### src/rtl/alu_exec_controller.sv
// ALU execution controller: debounced operand/op buttons, SPI operand A,
// FSM-sequenced MUL/SUB/AND/XOR with flags, valid/ready reply and motor PWM.
module alu_exec_controller #(
  parameter int WIDTH    = 4,
  parameter int DEB_N    = 16,
  parameter int PWM_BITS = 8
) (
  input  logic             FPGA_clk,
  input  logic             FPGA_reset,
  input  logic [WIDTH-1:0] spi_data_in,
  input  logic             spi_valid_in,
  input  logic [3:0]       btn_operand_n,
  input  logic [3:0]       btn_op,
  input  logic             tx_ready_in,
  output logic [WIDTH-1:0] result_out,
  output logic [3:0]       flags_out,
  output logic             result_valid_out,
  output logic [WIDTH-1:0] tx_data_out,
  output logic             tx_valid_out,
  output logic             busy_out,
  output logic             motor_pwm
);

  localparam int unsigned NBTN = 8;
  localparam int unsigned MCW  = $clog2(WIDTH + 1);

  typedef enum logic [1:0] {S_IDLE, S_EXEC, S_MUL, S_SEND} state_t;
  typedef enum logic [1:0] {OP_MUL, OP_SUB, OP_AND, OP_XOR} op_t;

  // Button levels in "pressed = 1" polarity: [3:0] operand, [7:4] op.
  logic [NBTN-1:0]  raw_level;
  logic [NBTN-1:0]  sync_a, sync_b;
  logic [NBTN-1:0]  deb_level, deb_prev, press;
  logic [DEB_N-1:0] deb_cnt [NBTN];

  logic             opnd_hit, op_hit;
  logic [1:0]       opnd_idx, op_idx;

  logic [WIDTH-1:0] a_reg, b_reg;

  state_t           state, next_state;
  logic             launch, finish;
  op_t              w_op;
  logic [WIDTH-1:0] w_a, w_b, mplier;
  logic [2*WIDTH-1:0] acc, mcand;
  logic [MCW-1:0]   mul_cnt;
  logic             mul_done;

  logic [WIDTH:0]   sub_full;
  logic [WIDTH-1:0] alu_res;
  logic             alu_c, alu_v;

  logic [PWM_BITS-1:0] pwm_cnt, duty;

  assign raw_level = {btn_op, ~btn_operand_n};

  // Two-flop synchroniser for all raw buttons.
  always_ff @(posedge FPGA_clk or posedge FPGA_reset) begin
    if (FPGA_reset) begin
      sync_a <= '0;
      sync_b <= '0;
    end else begin
      sync_a <= raw_level;
      sync_b <= sync_a;
    end
  end

  // Per-button debounce: accept a new level after 2^DEB_N differing cycles.
  always_ff @(posedge FPGA_clk or posedge FPGA_reset) begin
    if (FPGA_reset) begin
      deb_level <= '0;
      for (int unsigned i = 0; i < NBTN; i++) deb_cnt[i] <= '0;
    end else begin
      for (int unsigned i = 0; i < NBTN; i++) begin
        if (sync_b[i] == deb_level[i]) begin
          deb_cnt[i] <= '0;
        end else if (deb_cnt[i] == '1) begin
          deb_level[i] <= sync_b[i];
          deb_cnt[i]   <= '0;
        end else begin
          deb_cnt[i] <= deb_cnt[i] + 1'b1;
        end
      end
    end
  end

  // Delayed debounced level for rising-edge detection.
  always_ff @(posedge FPGA_clk or posedge FPGA_reset) begin
    if (FPGA_reset) deb_prev <= '0;
    else            deb_prev <= deb_level;
  end

  assign press = deb_level & ~deb_prev;

  // Lowest-index priority encoders for operand and op presses.
  always_comb begin
    opnd_hit = 1'b0;
    opnd_idx = '0;
    op_hit   = 1'b0;
    op_idx   = '0;
    for (int unsigned i = 0; i < 4; i++) begin
      if (press[i] && !opnd_hit) begin
        opnd_hit = 1'b1;
        opnd_idx = 2'(i);
      end
      if (press[4+i] && !op_hit) begin
        op_hit = 1'b1;
        op_idx = 2'(i);
      end
    end
  end

  // Operand registers: A from SPI (always accepted), B from operand buttons.
  always_ff @(posedge FPGA_clk or posedge FPGA_reset) begin
    if (FPGA_reset) begin
      a_reg <= '0;
      b_reg <= '0;
    end else begin
      if (spi_valid_in) a_reg <= spi_data_in;
      if (opnd_hit)     b_reg <= WIDTH'(opnd_idx);
    end
  end

  // FSM state register.
  always_ff @(posedge FPGA_clk or posedge FPGA_reset) begin
    if (FPGA_reset) state <= S_IDLE;
    else            state <= next_state;
  end

  // MUL stays one extra cycle after its WIDTH shift-add steps to publish.
  assign mul_done = (mul_cnt == MCW'(WIDTH));

  // Next-state and launch/finish strobes.
  always_comb begin
    next_state = state;
    launch     = 1'b0;
    finish     = 1'b0;
    case (state)
      S_IDLE: begin
        if (op_hit) begin
          launch     = 1'b1;
          next_state = (op_t'(op_idx) == OP_MUL) ? S_MUL : S_EXEC;
        end
      end
      S_EXEC: begin
        finish     = 1'b1;
        next_state = S_SEND;
      end
      S_MUL: begin
        if (mul_done) begin
          finish     = 1'b1;
          next_state = S_SEND;
        end
      end
      S_SEND: begin
        if (tx_valid_out && tx_ready_in) next_state = S_IDLE;
      end
      default: next_state = S_IDLE;
    endcase
  end

  assign busy_out = (state != S_IDLE);

  // Working registers and iterative shift-add multiplier.
  always_ff @(posedge FPGA_clk or posedge FPGA_reset) begin
    if (FPGA_reset) begin
      w_a     <= '0;
      w_b     <= '0;
      w_op    <= OP_MUL;
      acc     <= '0;
      mcand   <= '0;
      mplier  <= '0;
      mul_cnt <= '0;
    end else if (launch) begin
      w_a     <= a_reg;
      w_b     <= b_reg;
      w_op    <= op_t'(op_idx);
      acc     <= '0;
      mcand   <= (2*WIDTH)'(a_reg);
      mplier  <= b_reg;
      mul_cnt <= '0;
    end else if (state == S_MUL && !mul_done) begin
      if (mplier[0]) acc <= acc + mcand;
      mcand   <= mcand << 1;
      mplier  <= mplier >> 1;
      mul_cnt <= mul_cnt + 1'b1;
    end
  end

  // Result and carry/overflow for the captured operation.
  always_comb begin
    sub_full = {1'b0, w_a} - {1'b0, w_b};
    alu_res  = '0;
    alu_c    = 1'b0;
    alu_v    = 1'b0;
    case (w_op)
      OP_MUL: begin
        alu_res = acc[WIDTH-1:0];
        alu_c   = |acc[2*WIDTH-1:WIDTH];
      end
      OP_SUB: begin
        alu_res = sub_full[WIDTH-1:0];
        alu_c   = sub_full[WIDTH];
        alu_v   = (w_a[WIDTH-1] ^ w_b[WIDTH-1]) & (sub_full[WIDTH-1] ^ w_a[WIDTH-1]);
      end
      OP_AND:  alu_res = w_a & w_b;
      OP_XOR:  alu_res = w_a ^ w_b;
      default: alu_res = '0;
    endcase
  end

  // Result/flags publication and reply handshake.
  always_ff @(posedge FPGA_clk or posedge FPGA_reset) begin
    if (FPGA_reset) begin
      result_out       <= '0;
      flags_out        <= '0;
      result_valid_out <= 1'b0;
      tx_data_out      <= '0;
      tx_valid_out     <= 1'b0;
    end else begin
      result_valid_out <= finish;
      if (finish) begin
        result_out   <= alu_res;
        flags_out    <= {alu_res[WIDTH-1], alu_v, alu_c, (alu_res == '0)};
        tx_data_out  <= alu_res;
        tx_valid_out <= 1'b1;
      end else if (tx_valid_out && tx_ready_in) begin
        tx_valid_out <= 1'b0;
      end
    end
  end

  // Free-running PWM; duty only reloads at wrap so each period is whole.
  always_ff @(posedge FPGA_clk or posedge FPGA_reset) begin
    if (FPGA_reset) begin
      pwm_cnt   <= '0;
      duty      <= '0;
      motor_pwm <= 1'b0;
    end else begin
      pwm_cnt <= pwm_cnt + 1'b1;
      if (pwm_cnt == '1) duty <= PWM_BITS'(result_out) << (PWM_BITS - WIDTH);
      motor_pwm <= (pwm_cnt < duty);
    end
  end

endmodule

### config.mk
export PLATFORM = sky130hd
export DESIGN_NAME = alu_exec_controller
export DESIGN_NICKNAME = d
export VERILOG_FILES = /design/src/rtl/alu_exec_controller.sv
export SDC_FILE = /design/constraint.sdc
export NUM_CORES = 1
export LEC_CHECK = 0
export CORE_MARGIN = 2
export CORE_UTILIZATION = 61
export CTS_CLUSTER_SIZE = 25
export DETAILED_ROUTE_END_ITERATION = 12
export HOLD_SLACK_MARGIN = 0.03
export PLACE_DENSITY_LB_ADDON = 0.3
export RECOVER_POWER = 50
export SLEW_MARGIN = 20
export SYNTH_ARGS = -nofsm -noshare
export SYNTH_HDL_FRONTEND = slang
export SYNTH_SLANG_ARGS = --single-unit
### constraint.sdc
create_clock -name FPGA_clk -period 9.21 [get_ports FPGA_clk]
set_input_delay 1.842 -clock FPGA_clk [delete_from_list [all_inputs] [get_ports FPGA_clk]]
set_output_delay 1.842 -clock FPGA_clk [all_outputs]
set_load 0.02 [all_outputs]
After elaboration in Yosys (flattened, before gate mapping)
Index checks and enable logic that the tools add are counted.

cells by class
  equality and inequality tests = 27
  reductions and logical operators = 34
  bitwise operators = 15
  add/sub/neg operators = 12
  multiplexer cells = 53
  order comparisons = 1

operator list
  operator               count
  $mux 16                16
  $add 16x1->16 const B  8
  $eq 16x16->1 const B   8
  $mux 8                 5
  $reduce_and 2->1       9
  $mux 1                 16
  $mux 2                 8
  $pmux 4 s4             1
  $add 8x1->8 const B    1
  $add 8x8->8            1
  $and 8x8->8            1
  $eq 1x1->1             8
  $eq 2x2->1 const B     4
  $eq 8x8->1 const B     1
  $logic_and 1x1->1      8
  $lt 8x8->1             1
  $mux 4                 2
  $not 1->1              8
  $not 8->8              1
  $pmux 2 s4             1
  $reduce_bool 2->1      4
  $logic_not 1->1        7
  $logic_not 2->1        3
  $mux 3                 2
  other kinds (14)       18

word-level totals
  flip-flop bits (word level) = 222
  input bits = 16
  logic and storage cells = 178

Depth between registers and ports, before layout
  depth after elaboration = 16
  mapped depth = 9

Worst setup path before layout
No wires, ideal clock.

  path kind = reg2out
  start = register state[0]
  end = output port busy_out
  setup slack = 6.516 ns
  cell stages (with the launch flop) = 4
  arrival time = 0.852 ns
  data required time = 7.368 ns
  path through = dfrtp_1 -> inv_1 -> ha_1 -> inv_1

between the ends
  word-level cells in the longest chain between the ends = 1

ends and longest elaborated chain
  item                    RTL line  source
  from (decl)             41        state_t state, next_state;
  from (signal assigned)  127       else state <= next_state;
  $reduce_bool 2->1       162       assign busy_out = (state != S_IDLE);
  to (decl)               20        output logic busy_out,

Every way passes these cells.

==> out/summary.txt <==
Status: finished, violations left
Failing checks: max-capacitance violations, max-slew violations
Post-synth ARST share: 100%
Clock Tree Buf Depth: 3
Core region area: 15900 um^2
Startpoint Class: primary input
Largest net degree at the start of global routing: 113
Minimum hold slack: 0.346 ns
Fillers: 1173
WS Path Type: in -> async
Number of CTS-inserted buffers: 22
Ant diodes: 0
Syn_nets: 996
Crit. End Element: asynchronous set/reset pin
GPL Wtd Cong: 0.801
R2R depth: 6
Flop and latch count out of synthesis: 219
Layout cells sized above 1: 5.91%
R2r setup slk: 6.63 ns
Layout Utilization: 70.1%
Initial antenna violation count: 0
Post-synthesis sequential area ratio: 55.0%
Vias in the first global route: 6629
Routed via count: 6504
Max frequency: 183 MHz
Via-to-Cell Ratio: 5.35
PwrDens: 192 nW/um^2
Biggest register: deb_cnt
CP max stage delay: 2.60 ns
CTS sink cnt: 219
Fin Setup TNS: 0 ns
Slew headroom: -217%
Clock latency on the worst-skew pair: 0.49 ns
Worst-path fanout max: 112
Post-CTS Setup Inserts: 0
YS warnings: 0
Final Max Slew Viols: 113
DPL Wire Length: 11000 um
Area of the multi-input gates: 4170 um^2
Syn Area/Cell: 10.5 um^2
Nets: 1032
Die Y: 132 um
CTS tree: done
Crit. Startpoint: FPGA_reset
Period utilization: 59.3%
Die width: 132 um
Synthesized instance count: 948
Max FFs per register: 128
WL final: 17200 um
Register area: 5480 um^2
Skew final: 0.00754 ns
Critical path required time: 9.76 ns
Global route overflow: 0
Peak VDD IR: 0.000145 V
Leak pwr: 5.13 nW
Post-cts sizing count: 0
H-tree levels: 1
Drt initial violations: 272
Gr usage total: 20.8%
Distinct cells, synth: 53
Hold depth: 0
Post-route cell area: 11200 um^2
RR Startpoint: deb_cnt[112]
First-pass GRT wire length: 30600 um
Slew @ Worst Pin: 4.72 ns
EDFF count, synth: 0
Ports: 32
Full die area: 17400 um^2
RR Endpoint: deb_cnt[119]
Wire length per cell: 14.1 um
CTS Hold Bufs: 0
Post-DP Area: 10500 um^2
Crit-path cells: dlygate4sd3_1 > clkinvlp_2 > buf_4
Min cycle time layout: 5.46 ns
Num rows: 46
Mapped cell area: 9970 um^2
Crit path DAT: 6.01 ns
# port buffers: 31
Routed Antenna Nets: 0
Clk root buf: clkbuf_16
Max-cap violation count: 1
Effective utilization at floorplan: 62.5%
Area Overhead vs Synth: 12.2%
Clk slew on worst S/H paths: 0.06 ns
Main flop type after synthesis: dfrtp_1
Endpoints failing setup: 0
DRC: 0
CP endpoint: flags_out[0]
Final Hold Vio Count: 0
Number of iterations in the first detailed-routing pass: 4
Crit path max-delay cell type: clkinvlp_2
Hold Crit Class: reg -> reg
Unrepaired setup endpoints after global routing: no
==> routing by layer <==
metal / wire length (um) / part of all wire [%] / vias up / GRT usage [%]
li1: - / - / 3244 / -
met1: 8080 / 47 / 3140 / 29.2
met2: 8170 / 48 / 83 / 34.1
met3: 511 / 3.0 / 37 / 3.19
met4: 411 / 2.4 / 0 / 5.80
met5: 0 / 0 / - / 0
==> cells in the mapped netlist (14+ instances only) <==
cell type    n  area [um^2]
dfrtp_1    219         5480
nor2_1     162          608
xor2_1      74          648
nand2_1     73          274
xnor2_1     52          455
nand3_1     50          250
inv_1       39          146
o21ai_0     31          155
ha_1        30          375
and3_1      29          181
nand4_1     25          156
a21oi_1     20          100
and4_1      14          123
mux2_2      14          158
==> final cells by class <==
| class | instances | area share, % |
|---|---|---|
| clock buffers | 33 | 6.20 |
| well taps | 216 | 2.42 |
| repair buffers | 36 | 3.01 |
| inverters | 39 | 1.32 |
| flip-flops and latches | 219 | 49.0 |
| multi-input cells | 666 | 37.3 |
| clock inverters | 6 | 0.716 |
==> worst min path at each step <==
| stage | from | end | slack [ns] |
|---|---|---|---|
| CTS | sync_a[0] | sync_b[0] | 0.35 |
| floorplan | sync_a[0] | sync_b[0] | 0.33 |
| detailed placement | sync_a[4] | sync_b[4] | 0.33 |
| finish | sync_a[4] | sync_b[4] | 0.35 |
| global placement | sync_a[3] | sync_b[3] | 0.33 |
| global route | sync_a[0] | sync_b[0] | 0.35 |
==> power by group <==
group / leakage (nW) / internal, mW / total, mW / switching (mW)
logic: 1.78 / 0.0776 / 0.199 / 0.121
registers: 2.97 / 0.995 / 1.02 / 0.0237
clock network: 0.387 / 0.574 / 0.930 / 0.357
total: 5.13 / 1.65 / 2.15 / 0.501
==> metrics by stage <==
stage                     power (mW)  cells  worst slack (ns)
final                           2.15   1215              3.75
after global routing            2.24   1215              2.91
after CTS                       2.18   1215              5.40
after detailed placement        1.24   1176              5.53
after global placement          1.24   1176              5.55
after floorplan                 1.18    948              1.38
==> layout by cell type (no fill, tap or decap), types with 14 or more instances in the layout <==
cell / instances
dfrtp_1: 219
nor2_1: 162
xor2_1: 74
nand2_1: 73
xnor2_1: 52
nand3_1: 50
inv_1: 38
o21ai_0: 32
ha_1: 30
and3_1: 29
nand4_1: 26
clkbuf_16: 23
a21oi_1: 20
clkdlybuf4s50_1: 20
and4_1: 14
mux2_2: 14
==> cells by family after synthesis <==
| group | after synthesis | share of synthesized area (%) |
|---|---|---|
| muxes | 25 | 2.81 |
| buffers and inverters | 63 | 2.93 |
| xor gates and xnor gates | 126 | 11.1 |
| and+or+nand+nor | 406 | 19.5 |
| adders and majority gates | 32 | 4.17 |
| DFF | 219 | 55.0 |
| AOI/OAI and AO/OA | 77 | 4.54 |
==> worst max-delay path: cells and delay by family <==
| family | cells | cell delay (ns) |
|---|---|---|
| buffers and inverters | 3 | 4.03 |
(Power assumes the default switching activity.)
==> edit 1: new RTL, config.mk and constraints unchanged <==
Put one more register stage on the output `motor_pwm`, with the module's reset. The value now appears one clock later. The other outputs are not delayed to match.
--- a/src/rtl/alu_exec_controller.sv
+++ b/src/rtl/alu_exec_controller.sv
@@ -29,2 +29,4 @@
 
+  logic motor_pwm_s0;
+
   // Button levels in "pressed = 1" polarity: [3:0] operand, [7:4] op.
@@ -237,3 +239,3 @@
       duty      <= '0;
-      motor_pwm <= 1'b0;
+      motor_pwm_s0 <= 1'b0;
     end else begin
@@ -241,3 +243,11 @@
       if (pwm_cnt == '1) duty <= PWM_BITS'(result_out) << (PWM_BITS - WIDTH);
-      motor_pwm <= (pwm_cnt < duty);
+      motor_pwm_s0 <= (pwm_cnt < duty);
+    end
+  end
+
+  always_ff @(posedge FPGA_clk or posedge FPGA_reset) begin
+    if (FPGA_reset) begin
+      motor_pwm <= '0;
+    end else begin
+      motor_pwm <= motor_pwm_s0;
     end
Formal check against the unedited RTL: no difference found for any inputs over 10 cycles, from zero or initial values and one cycle with FPGA_reset high; that may be too few to reach the edited logic, so the function may still have changed.
==> edit 1 against the unedited design <==
Clock power decreased by 6.3%. Worst setup slack better by 1.6 ns. Cell area shrank 0.27%. Synthesized cell count increased by 0.11%. Routed wire length shrank 1.2%. Sequential cell count up 1. Synthesized area up 0.25%. Global-route usage decreased by 0.25 points. Maximum frequency grew 43%. Total power fell by 2.4%. Highest routed layer unchanged.
==> edit 1: results <==
metrics = {
    "drt": {
        "routed.top_layer": "met4",
        "drt-met1-wl_mm": 8.041,
        "met2WireLength_mm": 7.884,
        "drt-total-wl_mm": 16.97,
        "met3_length_um": 563,
    },
    "critical_path": {
        "rr_endpoint": "deb_cnt[116]$_DFF_PP0_",
        "crit_fanout": 7,
        "arrival_ns": 1.98,
        "rrSetupSlack_ns": 6.67,
        "crit_end": "busy_out",
        "critPathSlowestCell": "clkdlybuf4s50_1",
        "startpoint": "state[0]$_DFFE_PP0P_",
        "max_stage_delay_ns": 0.62,
    },
    "pwr": {
        "ir_worst_vdd_mv": 0.1530,
        "p_leak_nw": 5.108,
        "switching_share_pct": 24.23,
    },
    "global_route": {
        "use_met3_pct": 3.076,
        "met1_usage_pct": 28.70,
        "grt_pass1_vias": 6633,
        "grt_pass1_wl_mm": 30.33,
        "grt_max_degree": 146,
        "grtUsageTotal_pct": 20.53,
    },
    "synth": {
        "yosysSeqAreaShare_pct": 55.10,
        "ys_top_cells_by_area": "dfrtp_1, xor2_1, nor2_1",
        "yosys-top-cells-count": "dfrtp_1, nor2_1, xor2_1, nand2_1, xnor2_1",
    },
    "layout": {
        "multi_input_area_share_pct": 37.42,
        "nonClkBufAreaFrac_pct": 2.951,
        "regArea_mm2": 0.005505,
        "buffers_excl_clock": 35,
        "clock_buffers": 30,
        "design.seq.count": 220,
        "nNetsFinal": 1033,
        "layout-drive-gt1-share_pct": 5.794,
    },
    "place": {
        "post-dp-hpwl_mm": 11.08,
        "post-place-ws_ns": 5.113,
    },
    "clock_network": {
        "cts_buffers": 23,
    },
    "sta": {
        "post-route-period-util_pct": 41.47,
        "maxSlewHeadroom_pct": 14.64,
        "fin_skew_ns": 0.008165,
    },
    "outcome": {
        "status": "finished, final reports clean",
    },
}
-- edit 1: cell count changes after synthesis --
cell	unedited run	this run
dfrtp_1	219	220
-- edit 1: how the worst min path moves through the flow --
| stage | cells after the start | startpoint | end | slack (ns) |
|---|---|---|---|---|
| global placement | 0 | motor_pwm_s0$_DFF_PP0_ | motor_pwm$_DFF_PP0_ | 0.33 |
| finish | 0 | sync_a[3]$_DFF_PP0_ | sync_b[3]$_DFF_PP0_ | 0.35 |
| global route | 0 | sync_a[3]$_DFF_PP0_ | sync_b[3]$_DFF_PP0_ | 0.35 |
| CTS | 0 | sync_a[3]$_DFF_PP0_ | sync_b[3]$_DFF_PP0_ | 0.35 |
| detailed placement | 0 | sync_a[3]$_DFF_PP0_ | sync_b[3]$_DFF_PP0_ | 0.34 |
| floorplan | 0 | motor_pwm_s0$_DFF_PP0_ | motor_pwm$_DFF_PP0_ | 0.33 |
-- edit 1: through the flow --
stage | std cells | power [mW] | hold slack (ns) | instance area (µm²)
after floorplan | 949 | 1.184 | 0.3312 | 9991
after global placement | 1176 | 1.241 | 0.3330 | 10470
after detailed placement | 1176 | 1.248 | 0.3371 | 10470
after CTS | 1217 | 2.125 | 0.3496 | 11190
after global routing | 1217 | 2.189 | 0.3505 | 11150
final | 1217 | 2.096 | 0.3466 | 11150
-- edit 1: kinds of logic (layout without fill, tap and decap cells) --
logic type                 count (synthesis)  in the layout  synth area share, %
buffers and inverters                     63            115                2.918
muxes                                     25             25                2.805
and+or+nand+nor                          406            406                19.44
AOI/OAI and AO/OA                         77             77                4.534
xor gates and xnor gates                 126            126                11.05
DFF                                      220            220                55.10
adders and majority gates                 32             32                4.158
==> edit 2: new RTL, same settings <==
Made on the original files. Set the parameter `PWM_BITS` to 7 (it was 8).
--- a/src/rtl/alu_exec_controller.sv
+++ b/src/rtl/alu_exec_controller.sv
@@ -5,3 +5,3 @@
   parameter int DEB_N    = 16,
-  parameter int PWM_BITS = 8
+  parameter int PWM_BITS = 7
 ) (
Behaviour: no difference found for any inputs over 10 cycles, from zero or initial values and one cycle with FPGA_reset high; that may be too few to reach the edited logic, so the function may still have changed.
==> edit 2 against the unedited design <==
Die area up 1.5%. Cell area is 0.75% higher. Cell count grew 0.82%. Largest cell class unchanged. Sequential share of layout area fell by 0.59 points. Count of clock-buffer cells in the layout up 4. Critical endpoint is now busy_out. Total power up 0.22%. Worst setup slack better by 1.6 ns. Synthesized area is 1.5% higher. Register-to-register slack worse by 0.05 ns. Routed wire length hardly changed. Sequential cell count fell by 1.
==> edit 2: results <==
metrics = {
    "synth": {
        "ys_top_cells_by_area": "dfrtp_1, nor2_1, xor2_1",
        "yosys-top-cells-count": "dfrtp_1, nor2_1, nand2_1, xor2_1, xnor2_1",
        "syn_area_per_cell_um2": 10.64,
        "synth_cell_types": 63,
        "syn-num-nets": 1000,
        "yosysSeqAreaShare_pct": 53.93,
    },
    "critical_path": {
        "rr_endpoint": "mplier[1]$_DFFE_PP0P_",
        "crit_fanout": 4,
        "rrSetupSlack_ns": 6.58,
        "timing.rr.start": "state[1]$_DFFE_PP0P_",
        "start_kind": "flop",
        "max_stage_delay_ns": 0.63,
        "crit_end": "busy_out",
        "arrival_ns": 2.00,
        "r2r_cells": 7,
    },
    "drt": {
        "drtIter0Drc": 385,
        "routed_via_density": 5.318,
        "num_vias": 6514,
        "drt-total-wl_mm": 17.16,
    },
    "clock_network": {
        "cts_buffer_depth": 3,
        "cts_buffers": 24,
        "clk_latency_ns": 0.51,
    },
    "global_route": {
        "use_met3_pct": 3.448,
        "grtUsageTotal_pct": 20.48,
        "met1_usage_pct": 27.65,
        "grtUsageMet2_pct": 34.46,
        "grt_max_degree": 144,
        "antenna_found_initial": 1,
    },
    "pwr": {
        "ir_worst_vdd_mv": 0.1600,
        "p_leak_nw": 5.064,
        "p_int_mw": 1.640,
    },
    "sta": {
        "fin_skew_ns": 0.01144,
    },
    "outcome": {
        "status": "finished, final reports clean",
    },
    "place": {
        "post-place-cells": 1182,
        "post-dp-hpwl_mm": 11.11,
        "routabilityCongestion": 0.7624,
    },
    "worst_hold_path": {
        "min_from": "sync_a[1]$_DFF_PP0_",
    },
    "layout": {
        "layout-drive-gt1-share_pct": 7.065,
        "nFillCells": 1226,
    },
    "die": {
        "die_w_um": 132.8,
    },
}
-- edit 2: how the worst min path moves through the flow --
stage | endpoint | slack [ns] | cells past startpoint
global route | sync_b[0]$_DFF_PP0_ | 0.36 | 0
global placement | sync_b[4]$_DFF_PP0_ | 0.33 | 0
CTS | sync_b[1]$_DFF_PP0_ | 0.35 | 0
detailed placement | sync_b[1]$_DFF_PP0_ | 0.34 | 0
floorplan | sync_b[0]$_DFF_PP0_ | 0.33 | 0
finish | sync_b[1]$_DFF_PP0_ | 0.35 | 0
-- edit 2: layout make-up --
type                            instances  area (µm²)  share of cell area (%)
Clock inverter                          6       80.08                  0.7109
Clock buffer                           37       690.7                   6.131
Inverter                               47       183.9                   1.633
Multi-Input combinational cell        663        4250                   37.73
Sequential cell                       218        5455                   48.43
Tap cell                              220       275.3                   2.444
Timing Repair Buffer                   34       329.1                   2.921
-- edit 2: kinds of logic after synthesis --
group | count (synthesis) | synth area share (%)
DFF | 218 | 53.93
buffers and inverters | 70 | 3.365
and+or+nand+nor | 404 | 19.71
adders and majority gates | 33 | 4.231
muxes | 29 | 3.303
AOI/OAI and AO/OA | 71 | 4.552
xor gates and xnor gates | 126 | 10.91
-- edit 2: metal layers --
layer  part of all wire (%)  vias up
li1                       -     3242
met1                     47     3149
met2                     47       85
met3                    2.9       36
met4                    2.5        2
met5                  0.070        -
-- edit 2: per-stage QoR --
step                      hold WS (ns)  worst slack, ns  utilization (%)  power, mW  area, µm²
after floorplan                 0.3312            1.404                -      1.182      10110
after global placement          0.3337            5.112            64.46      1.237      10580
after detailed placement        0.3363            5.098            64.46      1.244      10580
after CTS                       0.3489            5.336            69.16      2.180      11350
after global routing            0.3551            5.273            68.66      2.240      11260
final                           0.3473            5.364            68.66      2.152      11260
-- edit 2: power groups by stage --
stage | combinational (mW) | sequential, mW | clock (mW)
after floorplan | 0.150 | 1.03 | 0
after global placement | 0.207 | 1.03 | 0
after detailed placement | 0.212 | 1.03 | 0
after CTS | 0.214 | 1.02 | 0.950
after global routing | 0.231 | 1.02 | 0.989
final | 0.205 | 1.01 | 0.932
-- edit 2: critical path, delay by kind of cell, from the launching register on --
family | cells | cell delay (ns)
DFF | 1 | 0.40
adders and majority gates | 1 | 0.23
buffers and inverters | 3 | 0.87
